==> config.mk <==
export PLATFORM = sky130hd
export DESIGN_NAME = adc_spi_cfg_master
export DESIGN_NICKNAME = d
export VERILOG_FILES = /design/src/rtl/adc_spi_cfg_master.sv
export SDC_FILE = /design/constraint.sdc
export NUM_CORES = 1
export LEC_CHECK = 0
export CAP_MARGIN = 15
export CORE_ASPECT_RATIO = 0.5
export CORE_MARGIN = 4
export CORE_UTILIZATION = 53
export CTS_CLUSTER_DIAMETER = 120
export DETAILED_ROUTE_END_ITERATION = 16
export PLACE_DENSITY = 0.8
export SLEW_MARGIN = 10
export SYNTH_ARGS = -nofsm -noshare
export SYNTH_HDL_FRONTEND = slang
export SYNTH_SLANG_ARGS = --single-unit
export TNS_END_PERCENT = 30
==> constraint.sdc <==
create_clock -name clk -period 2.3 [get_ports clk]
set_input_delay 0.23 -clock clk [delete_from_list [all_inputs] [get_ports clk]]
set_output_delay 0.23 -clock clk [all_outputs]
set_load 0.02 [all_outputs]
==> src/rtl/adc_spi_cfg_master.sv <==
// SPI configuration initiator for the two HSMC ADCs (channel A / channel B).
// Each accepted command sends one 24-bit frame, MSB first:
// {R/W, 2'b00, addr[12:0], data[7:0]}.
// SCLK idles low. SDIO changes after the falling edge, and the ADC samples it on the rising edge.
// Optional build macro ADC_SPI_READBACK_EN enables reads:
//   - SDIO is released for the last 8 bits and HOLD.
//   - The returned byte is captured into rd_data.
// With the macro undefined, every frame is a write.
module adc_spi_cfg_master #(
  parameter int unsigned CLK_DIV  = 8,  // SCLK half-period in clk cycles (2..255)
  parameter int unsigned CS_SETUP = 2,  // CS low to first SCLK low phase (1..15)
  parameter int unsigned CS_HOLD  = 2,  // last SCLK high phase to CS high (1..15)
  parameter int unsigned GAP      = 4   // minimum CS high time between frames (1..15)
) (
  input  logic        clk,
  input  logic        reset_n,
  input  logic        cmd_valid,
  output logic        cmd_ready,
  input  logic        cmd_rw,
  input  logic [1:0]  cmd_target,
  input  logic [12:0] cmd_addr,
  input  logic [7:0]  cmd_data,
  output logic        ad_sclk,
  output logic        ad_sdio_out,
  output logic        ad_sdio_oe,
  input  logic        ad_sdio_in,
  output logic        ada_spi_cs,
  output logic        adb_spi_cs,
  output logic        busy,
  output logic        done,
  output logic [7:0]  rd_data,
  output logic        rd_valid
);

  typedef enum logic [2:0] {StIdle, StSetup, StShift, StHold, StGap} state_t;

  localparam logic [7:0] PhaseLast = 8'(CLK_DIV - 1);
  localparam logic [3:0] SetupLast = 4'(CS_SETUP - 1);
  localparam logic [3:0] HoldLast  = 4'(CS_HOLD - 1);
  localparam logic [3:0] GapLast   = 4'(GAP - 1);

  state_t      r_state;
  logic        r_ready;
  logic        r_busy;
  logic        r_done;
  logic        r_sclk;
  logic        r_sdio;
  logic        r_cs_a;
  logic        r_cs_b;
  logic [7:0]  r_phase;
  logic [4:0]  r_bit;
  logic [3:0]  r_cnt;
  logic [22:0] r_frame;  // bits still to send after the one on ad_sdio_out
  logic        w_rw;
  logic [23:0] w_frame;

`ifdef ADC_SPI_READBACK_EN
  logic        r_is_read;
  logic        r_oe;
  logic        r_rd_valid;
  logic [7:0]  r_rd_data;
  logic [7:0]  r_rd_shift;
  assign w_rw = cmd_rw;
`else
  logic w_unused;
  assign w_rw     = 1'b0;
  assign w_unused = ^{cmd_rw, ad_sdio_in};
`endif

  assign w_frame = {w_rw, 2'b00, cmd_addr, cmd_data};

  // Frame sequencer: accept, CS setup, 24-bit shift, CS hold, inter-frame gap
  always_ff @(posedge clk or negedge reset_n) begin
    if (!reset_n) begin
      r_state <= StIdle;
      r_ready <= 1'b1;
      r_busy  <= 1'b0;
      r_done  <= 1'b0;
      r_sclk  <= 1'b0;
      r_sdio  <= 1'b0;
      r_cs_a  <= 1'b1;
      r_cs_b  <= 1'b1;
      r_phase <= '0;
      r_bit   <= '0;
      r_cnt   <= '0;
      r_frame <= '0;
`ifdef ADC_SPI_READBACK_EN
      r_is_read  <= 1'b0;
      r_oe       <= 1'b1;
      r_rd_valid <= 1'b0;
      r_rd_data  <= '0;
      r_rd_shift <= '0;
`endif
    end else begin
      r_done <= 1'b0;
`ifdef ADC_SPI_READBACK_EN
      r_rd_valid <= 1'b0;
`endif
      unique case (r_state)
        StIdle: begin
          if (cmd_valid && r_ready) begin
            if (cmd_target == 2'b00) begin
              // No ADC selected: complete the command without a frame
              r_done <= 1'b1;
            end else begin
              r_state <= StSetup;
              r_ready <= 1'b0;
              r_busy  <= 1'b1;
              r_cs_a  <= ~cmd_target[0];
              r_cs_b  <= ~cmd_target[1];
              r_sdio  <= w_frame[23];
              r_frame <= w_frame[22:0];
              r_cnt   <= '0;
`ifdef ADC_SPI_READBACK_EN
              r_is_read <= cmd_rw;
`endif
            end
          end
        end
        StSetup: begin
          if (r_cnt == SetupLast) begin
            r_state <= StShift;
            r_phase <= '0;
            r_bit   <= 5'd23;
          end else begin
            r_cnt <= r_cnt + 4'd1;
          end
        end
        StShift: begin
          if (r_phase != PhaseLast) begin
            r_phase <= r_phase + 8'd1;
          end else begin
            r_phase <= '0;
            if (!r_sclk) begin
              r_sclk <= 1'b1;
            end else begin
              // End of a high phase: falling edge, then next bit or HOLD
              r_sclk <= 1'b0;
`ifdef ADC_SPI_READBACK_EN
              if (r_bit < 5'd8) r_rd_shift <= {r_rd_shift[6:0], ad_sdio_in};
`endif
              if (r_bit == 5'd0) begin
                r_state <= StHold;
                r_cnt   <= '0;
              end else begin
                r_bit   <= r_bit - 5'd1;
                r_sdio  <= r_frame[22];
                r_frame <= {r_frame[21:0], 1'b0};
`ifdef ADC_SPI_READBACK_EN
                // Bit 8 just finished: hand SDIO to the ADC for the data byte
                if (r_bit == 5'd8 && r_is_read) r_oe <= 1'b0;
`endif
              end
            end
          end
        end
        StHold: begin
          if (r_cnt == HoldLast) begin
            r_state <= StGap;
            r_cnt   <= '0;
            r_cs_a  <= 1'b1;
            r_cs_b  <= 1'b1;
            r_sdio  <= 1'b0;
            r_done  <= 1'b1;
`ifdef ADC_SPI_READBACK_EN
            r_oe <= 1'b1;
            if (r_is_read) begin
              r_rd_data  <= r_rd_shift;
              r_rd_valid <= 1'b1;
            end
`endif
          end else begin
            r_cnt <= r_cnt + 4'd1;
          end
        end
        StGap: begin
          if (r_cnt == GapLast) begin
            r_state <= StIdle;
            r_ready <= 1'b1;
            r_busy  <= 1'b0;
          end else begin
            r_cnt <= r_cnt + 4'd1;
          end
        end
        default: r_state <= StIdle;
      endcase
    end
  end

  assign cmd_ready   = r_ready;
  assign busy        = r_busy;
  assign done        = r_done;
  assign ad_sclk     = r_sclk;
  assign ad_sdio_out = r_sdio;
  assign ada_spi_cs  = r_cs_a;
  assign adb_spi_cs  = r_cs_b;
`ifdef ADC_SPI_READBACK_EN
  assign ad_sdio_oe = r_oe;
  assign rd_data    = r_rd_data;
  assign rd_valid   = r_rd_valid;
`else
  assign ad_sdio_oe = 1'b1;
  assign rd_data    = 8'h00;
  assign rd_valid   = 1'b0;
`endif

endmodule

==> After elaboration in Yosys (flattened, before gate mapping) <==
Cells that the tools add are included.
{ "totals": {"regBits": 50, "elab_cells": 112} }
{ "classes": {"add_sub_neg": 3, "n_eq_ne": 18, "n_mux": 57, "bitwise": 3, "n_reduce_logical": 19} }
{ "ops": {"columns": ["cell", "count"], "rows": [
  ["$mux 23", 5],
  ["$pmux 23 s2", 1],
  ["$mux 4", 8],
  ["$mux 3", 8],
  ["$ne 2x2->1 const B", 11],
  ["$mux 5", 4],
  ["$pmux 4 s5", 1],
  ["$mux 1", 19],
  ["$mux 8", 2],
  ["$pmux 8 s2", 1],
  ["$reduce_and 8->1", 2],
  ["$pmux 3 s5", 1],
  ["$pmux 1 s2", 5],
  ["$pmux 5 s2", 1],
  ["$add 8x1->8 const B", 1],
  ["$ne 8x3->1 const B", 1],
  ["$reduce_and 4->1", 2],
  ["$reduce_bool 2->1", 4],
  ["$reduce_and 7->1", 1],
  ["$eq 3x2->1 const B", 2],
  ["$reduce_and 6->1", 1],
  ["$logic_not 5->1", 1],
  ["$reduce_and 5->1", 1],
  ["$reduce_bool 5->1", 1],
  ["other kinds (13)", 16]
]} }

==> Longest topological paths before layout <==
Gate-level depths: netlist of run 1.
{ "logic_depth": {"word_depth": 5, "ltp_mapped": 8, "mapped_depth_nobuf": 7} }

==> Least setup slack after synthesis of run 1 <==
No wires, ideal clock.
{ "synth_timing": {"kind": "reg-to-reg", "startpoint": "register r_cnt[1]", "endpoint": "register r_bit[0]", "setup_time_ps": 125, "t_arrival_ps": 1948, "t_required_ps": 2175, "slack_ps": 227, "stages_incl_launch_ff": 8, "path_buffers": 0, "cell_sequence": "dfrtp_1 -> inv_1 -> ha_1 -> or3b_2 -> nor3_4 -> a2bb2oi_2 -> nand2_1 -> mux2_2"} }
{ "synth_between": {"elab_chain_cells": 3} }
{ "synth_lines": {"columns": ["element", "line_no", "text"], "rows": [
  ["from (decl)", "52", "logic [3:0] r_cnt;"],
  ["from (signal assigned)", "126", "r_cnt <= r_cnt + 4'd1;"],
  ["from (signal assigned)", "173", "r_cnt <= r_cnt + 4'd1;"],
  ["from (signal assigned)", "182", "r_cnt <= r_cnt + 4'd1;"],
  ["$eq 4x1->1", "121", "if (r_cnt == SetupLast) begin"],
  ["$ne 2x2->1 (no source line)", null, null],
  ["$reduce_and 5->1 (no source line)", null, null],
  ["to (signal assigned)", "146", "r_bit <= r_bit - 5'd1;"],
  ["to (decl)", "51", "logic [4:0] r_bit;"]
]} }
Every way passes these cells.
A chain may end at the register's enable or synchronous reset.

==> Worst setup path in the final report of run 1 <==
Ends and elaborated chain as after synthesis.

==> results of run 1 <==
per-layer routing:
layer	vias up	global-route usage, %	wire length (µm)
met5	-	0	0
met4	0	4.856	55
met3	9	3.337	274
met2	57	32.24	2609
met1	1029	25.81	2567
li1	1053	-	-
kinds of logic (layout without fill, tap and decap cells):
| logic type | Yosys count | in the layout | share of synthesized area (%) |
|---|---|---|---|
| AND/OR/NAND/NOR | 101 | 101 | 19.45 |
| flip-flops | 50 | 50 | 47.11 |
| other | 2 | 10 | 0.2819 |
| buffers and inverters | 28 | 59 | 5.542 |
| AO/OA/AOI/OAI | 70 | 70 | 16.44 |
| multiplexers | 22 | 22 | 8.314 |
| XOR/XNOR | 3 | 3 | 0.9866 |
| adder cells (fa/ha/maj) | 4 | 4 | 1.879 |
layout by cell type (no fill, tap or decap), types with 10 or more instances in the layout:
cell,synthesis,layout
nand3_1,10,10
a21oi_1,10,10
mux2i_1,21,21
conb_1,2,10
dfrtp_1,47,47
nor2_1,22,22
nand2_1,38,38
buf_4,10,12
clkdlybuf4s50_1,0,31
o21ai_0,37,36
critical path, cell delays in order (launching register included):
cell       delay [ns]
dfrtp_1          0.42
inv_1            0.08
ha_1             0.22
or3b_2           0.52
nor3_4           0.21
a2bb2oi_2        0.27
nand2_1          0.10
mux2_2           0.26
power by group through the flow:
stage                     sequential [µW]  clock, µW  combinational, µW
after floorplan                       896          0               37.9
after global placement                896          0               86.1
after detailed placement              896          0               87.8
after CTS                             879        772               88.2
after global routing                  879        806               96.7
final                                 878        752               87.0
registers in the layout, indices dropped and copies added, names as in the netlist, 3 cells and up:
register / cells
r_cnt: 4
r_state: 3
r_frame: 23
r_bit: 5
r_phase: 8
worst min-delay path by stage:
| stage | cells past startpoint | startpoint | slack, ns | to |
|---|---|---|---|---|
| floorplan | 0 | reset_n | -0.07 | ad_sclk |
| global placement | 2 | reset_n | 0.37 | r_frame[15] |
| global route | 2 | reset_n | 0.09 | r_frame[15] |
| finish | 2 | reset_n | 0.03 | r_frame[15] |
| CTS | 2 | reset_n | 0.05 | r_bit[2] |
| detailed placement | 2 | reset_n | 0.38 | r_frame[15] |
stage by stage:
step | instances | cell area (µm²) | utilization (%) | hold slack, ns
after floorplan | 288 | 2694 | - | -0.06559
after global placement | 377 | 3077 | 66.66 | 0.3665
after detailed placement | 377 | 3077 | 66.66 | 0.3757
after CTS | 385 | 3219 | 69.75 | 0.04636
after global routing | 385 | 3219 | 69.75 | 0.08850
final | 385 | 3219 | 69.75 | 0.02587
area by class of cell:
class                      instances  area (µm²)
clock buffer                       6       82.58
clock inverter                     2       60.06
tap                               66       82.58
multi-input combinational        210        1291
sequential                        50        1255
inverter                           6       22.52
timing repair buffer              45       425.4
fill                             346        1396
==> impl_results.rst, run 1 <==
.. list-table::
   :header-rows: 1

   * - Metric
     - Value
   * - Final worst clock skew
     - 0.003953 ns
   * - Final critical path time including I/O delays and setup
     - 2.199 ns
   * - Portion of total power attributed to combinational logic
     - 5.1%
   * - GRT Util Overall
     - 19.08%
   * - TritonCTS clock tree
     - done
   * - Post-route DRC
     - 0
   * - Maximum frequency from static timing analysis
     - around 0.45 GHz
   * - Clock Root Buffer
     - clkbuf_8
   * - Post-Syn Area per Cell
     - roughly 9.5 µm²
   * - Wire length of the first global-routing pass
     - 9618 µm
   * - Overflow left after global routing
     - 0
   * - Unique masters post-synth
     - 50
   * - Transition time at the pin with the least slew margin
     - 0.6330 ns
   * - Switching Fraction
     - 19.32%
   * - Routability congestion estimate from global placement
     - 0.8438
   * - Beginning of the critical path
     - r_cnt[1]
   * - Part of the total power dissipated in the clock network
     - 43.8%
   * - Kind of path behind the tightest hold check
     - primary input to asynchronous set/reset pin
   * - Growth of design area from synthesis to finish
     - 20.85%
   * - Worst-case vdd ir drop
     - between 0.2 and 0.3 mV
   * - Area of the mapped netlist
     - around 0.0027 mm²
   * - Area contributors post-synth
     - dfrtp_1, mux2i_1, o21ai_0
   * - Biggest area consumer among synthesized cells
     - dfrtp_1
   * - Max-capacitance violation count
     - 0
   * - Most numerous cell in the Yosys netlist
     - dfrtp_1
   * - Core region area
     - 0.004616 mm²
   * - Relative max-transition margin
     - between 50% and 60%
   * - Area share of the largest cell type after synthesis
     - 44.15%
   * - Worst reg-to-reg setup slack
     - 0.10 ns
   * - Path depth of the worst reg2reg path
     - 7
   * - Static power due to leakage
     - 0.001357 µW
   * - Worst endpoint data arrival time
     - roughly 2.4 ns
   * - Clock transition at path regs
     - 0.09 ns
   * - Total of warnings raised by yosys
     - 0
   * - Clock sink count
     - 50
   * - Longest Clk Path Bufs
     - 2
   * - Antenna Violating Nets Remaining
     - 0
   * - Cells after Synth
     - 280
   * - Number of inserted diodes
     - 0
   * - Classification of the worst setup path
     - register to register
   * - Total of flip-flops plus latches after synthesis
     - 50
   * - Sequential area share after synthesis
     - between 40% and 50%
   * - Outcome
     - finished clean
   * - Clock buffer count from CTS
     - 5
   * - Share of the clock period used by the worst path after layout
     - about 96%
   * - Top cells by count, synth
     - dfrtp_1, nand2_1, o21ai_0
   * - Insertion delay to the later sink of the worst-skew pair
     - 0.30 ns
   * - Setup repair after global routing missed its margin
     - false
   * - Total die area
     - 0.006293 mm²
   * - Die span in y
     - 58.13 µm
   * - Total number of placement rows
     - 17
   * - Pre-antenna DRT Iters
     - 4
   * - Kind of capture point of the worst setup path
     - register
   * - Endpoint of the worst-slack reg-to-reg timing path
     - r_bit[0]
   * - Number of instances resized during post-cts repair
     - 0
   * - Launching point of the worst reg2reg path
     - r_cnt[1]
   * - Setup repair bufs after CTS
     - 0
   * - Power share of the sequential group
     - between 50% and 60%
   * - Main flop type after synthesis
     - dfrtp_1
   * - CP Launch Type
     - register
   * - Via count of the first global-routing pass
     - approximately 2100
   * - Final Max Slew Viols
     - 0
   * - Number of hold buffers added after CTS
     - 0
   * - EDFF count, synth
     - 0
   * - Cell Int Power
     - roughly 1400 µW
   * - Width of the die
     - 108.3 µm
   * - Total negative slack
     - 0 ns
   * - Post-synthesis async set-or-reset flop share
     - 100.0%
   * - Worst-path maximum fanout
     - 5
   * - Total half-perimeter wirelength after legalization and detailed placement
     - 3989 µm
   * - End point of the critical path
     - r_bit[0]
   * - Avg WL per Cell
     - 14.30 µm
   * - Count of H-tree levels built during CTS
     - 2
   * - Total power after layout
     - roughly 1700 µW
   * - Boundary Pins
     - 45
   * - Fraction of layout instances using a drive strength above 1
     - around an eighth
   * - Final setup viols
     - 0
   * - Endpoint required time on the critical path
     - around 2.5 ns
   * - Total count of hold-check failures in the final report
     - 0
   * - DR iter-0 viols
     - 110
   * - Setup WS post-layout
     - 0.1013 ns
   * - Routed via count divided by cell count
     - around 5.6
   * - Total vias in the final route
     - 2148
   * - Maximum number of pins on one net before global-route repair
     - 51
   * - Count of input and output buffers
     - 32
   * - DRT Wirelength
     - 5507 µm
   * - Post-layout net count
     - 350
   * - Initial cell density of the core
     - 57.71%
   * - Initial antenna violation count
     - 0
   * - Worst slack at placement
     - 0.1389 ns
   * - Power density over cell area
     - 533.6 mW/mm²
   * - Sw power
     - 332.0 µW
(Power assumes the default switching activity.)
==> run 2, diff against run 1 <==
Settings changed: CORE_MARGIN 4 to 5, CORE_UTILIZATION 53 to 55, PLACE_DENSITY 0.8 to 0.82.
Clock period 2.3 ns to 2.8 ns, I/O delays scaled along.
==> impl_results.rst, run 2 (synthesized netlist as in run 1, its figures left out) <==
.. list-table::
   :header-rows: 1

   * - Metric
     - Value
   * - Outcome
     - complete, but fails checks
   * - Violations in the final reports
     - hold timing
   * - Total power after layout
     - roughly 1200 µW
   * - Most frequent cells in the layout
     - dfrtp_1, nand2_1, o21ai_0
   * - Final critical path time including I/O delays and setup
     - 2.301 ns
   * - Width of the die
     - 108.4 µm
   * - CP max-delay cell
     - or3b_2
   * - Flip-flop count of the largest register after layout
     - 23
   * - Post-layout net count
     - between 300 and 400
   * - Boundary Pins
     - 45
   * - Routability congestion estimate from global placement
     - 0.8182
   * - Wire length of the first global-routing pass
     - 8521 µm
   * - Insertion delay to the later sink of the worst-skew pair
     - roughly 0.3 ns
   * - Worst-case vdd ir drop
     - 0.2351 mV
   * - Number of hold buffers added after CTS
     - 0
   * - Die span in y
     - 59.21 µm
   * - Count of H-tree levels built during CTS
     - 2
   * - Static power due to leakage
     - about 0.0013 µW
   * - Final worst clock skew
     - 0.01097 ns
   * - Setup repair bufs after CTS
     - 0
   * - Area of the multi-input gates
     - 0.001291 mm²
   * - Avg WL per Cell
     - around 13 µm
   * - Final setup viols
     - 0
   * - Maximum frequency from static timing analysis
     - around 0.43 GHz
   * - Post-layout utilization of the core
     - 68.27%
   * - DR iter-0 viols
     - 91
   * - CP Launch Type
     - register
   * - Post-route DRC
     - 0
   * - Longest Clk Path Bufs
     - 2
   * - Clock transition at path regs
     - 0.09 ns
   * - DRT Wirelength
     - 5053 µm
   * - Total of fill cells in the finished design
     - 341
   * - WHS
     - -0.001944 ns
   * - Clock Root Buffer
     - clkbuf_8
   * - Commonest non-fill, non-tap cell in the layout
     - dfrtp_1
   * - Antenna Violating Nets Remaining
     - 0
   * - TritonCTS clock tree
     - done
   * - Total negative slack
     - 0 ns
   * - Largest regs
     - r_frame (23), r_phase (8), r_bit (5)
   * - Classification of the worst setup path
     - register to register
   * - Clock buffer count from CTS
     - 5
   * - Total die area
     - 0.006420 mm²
   * - Fraction of layout instances using a drive strength above 1
     - 9.646%
   * - Critical path, cell by cell
     - inv_1 > ha_1 > or3b_2 > nor3_4 > a2bb2oi_2 > nand2_1 > mux2_2
   * - Maximum number of pins on one net before global-route repair
     - 51
   * - Total half-perimeter wirelength after legalization and detailed placement
     - 3705 µm
   * - Pre-antenna DRT Iters
     - 4
   * - Number of inserted diodes
     - 0
   * - Endpoint required time on the critical path
     - 2.99 ns
   * - Final Max Slew Viols
     - 0
   * - Overflow left after global routing
     - 0
   * - Kind of capture point of the worst setup path
     - register
   * - Total number of placement rows
     - 17
   * - Power density over cell area
     - 387.9 mW/mm²
   * - Share of the clock period used by the worst path after layout
     - 82.16%
   * - GRT Util Overall
     - between 10% and 20%
   * - Growth of design area from synthesis to finish
     - 16.11%
   * - Reg area
     - 0.001255 mm²
   * - Largest register by flop count
     - r_frame
   * - Routed via count divided by cell count
     - 5.459
   * - Number of instances resized during post-cts repair
     - 0
   * - Kind of path behind the tightest hold check
     - primary input to asynchronous set/reset pin
   * - Initial cell density of the core
     - 58.80%
   * - Transition time at the pin with the least slew margin
     - between 0.6 and 0.7 ns
   * - Relative max-transition margin
     - 58.90%
   * - Worst-path maximum fanout
     - 7
   * - Max-capacitance violation count
     - 0
   * - Total count of hold-check failures in the final report
     - 8
   * - Via count of the first global-routing pass
     - between 1500 and 2000
   * - Setup repair after global routing missed its margin
     - false
   * - Clock sink count
     - 50
   * - Largest stage delay on the critical path
     - 0.54 ns
   * - Total vias in the final route
     - 2058
   * - Core region area
     - around 0.0045 mm²
   * - Initial antenna violation count
     - 0
   * - Count of input and output buffers
     - 32
   * - Worst endpoint data arrival time
     - 2.49 ns
[run 2: cell count changes in the layout (fill, tap and decap cells not counted)]
cell	delta
buf_4	-6
buf_2	-1
clkbuf_1	+1
bufinv_16	-2
clkinv_4	+1
buf_12	-1
o21ai_1	-1
clkbuf_8	-1
o21ai_0	+1
clkinv_2	+1
[run 2: stage by stage]
stage / setup WS (ns) / cell area, µm² / std cells
floorplan: 0.7269 / 2694 / 288
global placement: 0.5914 / 3004 / 369
detailed placement: 0.5284 / 3004 / 369
CTS: 0.5037 / 3090 / 377
global route: 0.3570 / 3093 / 377
finish: 0.4994 / 3093 / 377
[run 2: critical path, delay by kind of cell, from the launching register on]
kind	cells	cell delay, ns
AOI/OAI and AO/OA	1	0.26
and+or+nand+nor	3	0.96
muxes	1	0.28
DFF	1	0.42
adders and majority gates	1	0.20
buffers and inverters	1	0.07
[run 2: power by group]
part	total, µW	internal [µW]	switching, µW	leakage (µW)
registers	722	722	0	0.000678
logic	70.2	35.4	34.8	0.000560
clock network	408	177	231	0.0000452
total	1200	934	266	0.00128
[run 2: layout make-up]
class / instances / area share, %
clock buffers: 6 / 2.346
clock inverters: 2 / 0.4450
inverters: 6 / 0.7282
multi-input cells: 210 / 41.75
flip-flops and latches: 50 / 40.57
well taps: 66 / 2.670
repair buffers: 37 / 11.49
[run 2: routing by layer]
layer  vias up  wire, µm  track usage (%)
li1       1032         -                -
met1       976      2495            23.28
met2        48      2310            26.95
met3         2       232            3.264
met4         0        15            3.777
met5         -         0                0
[run 2: final timing paths]
path                                   from     endpoint  slack [ns]  cells past startpoint
worst max-delay path               r_cnt[1]     r_bit[0]        0.50                      7
worst min-delay path                reset_n  r_frame[13]      -0.002                      1
worst max register to register     r_cnt[1]     r_bit[0]        0.50                      7
worst min register to register  r_frame[18]  r_frame[18]        0.48                      2
max in group asynchronous           reset_n     r_cnt[3]        2.38                      1
min in group clk                r_frame[18]  r_frame[18]        0.48                      2
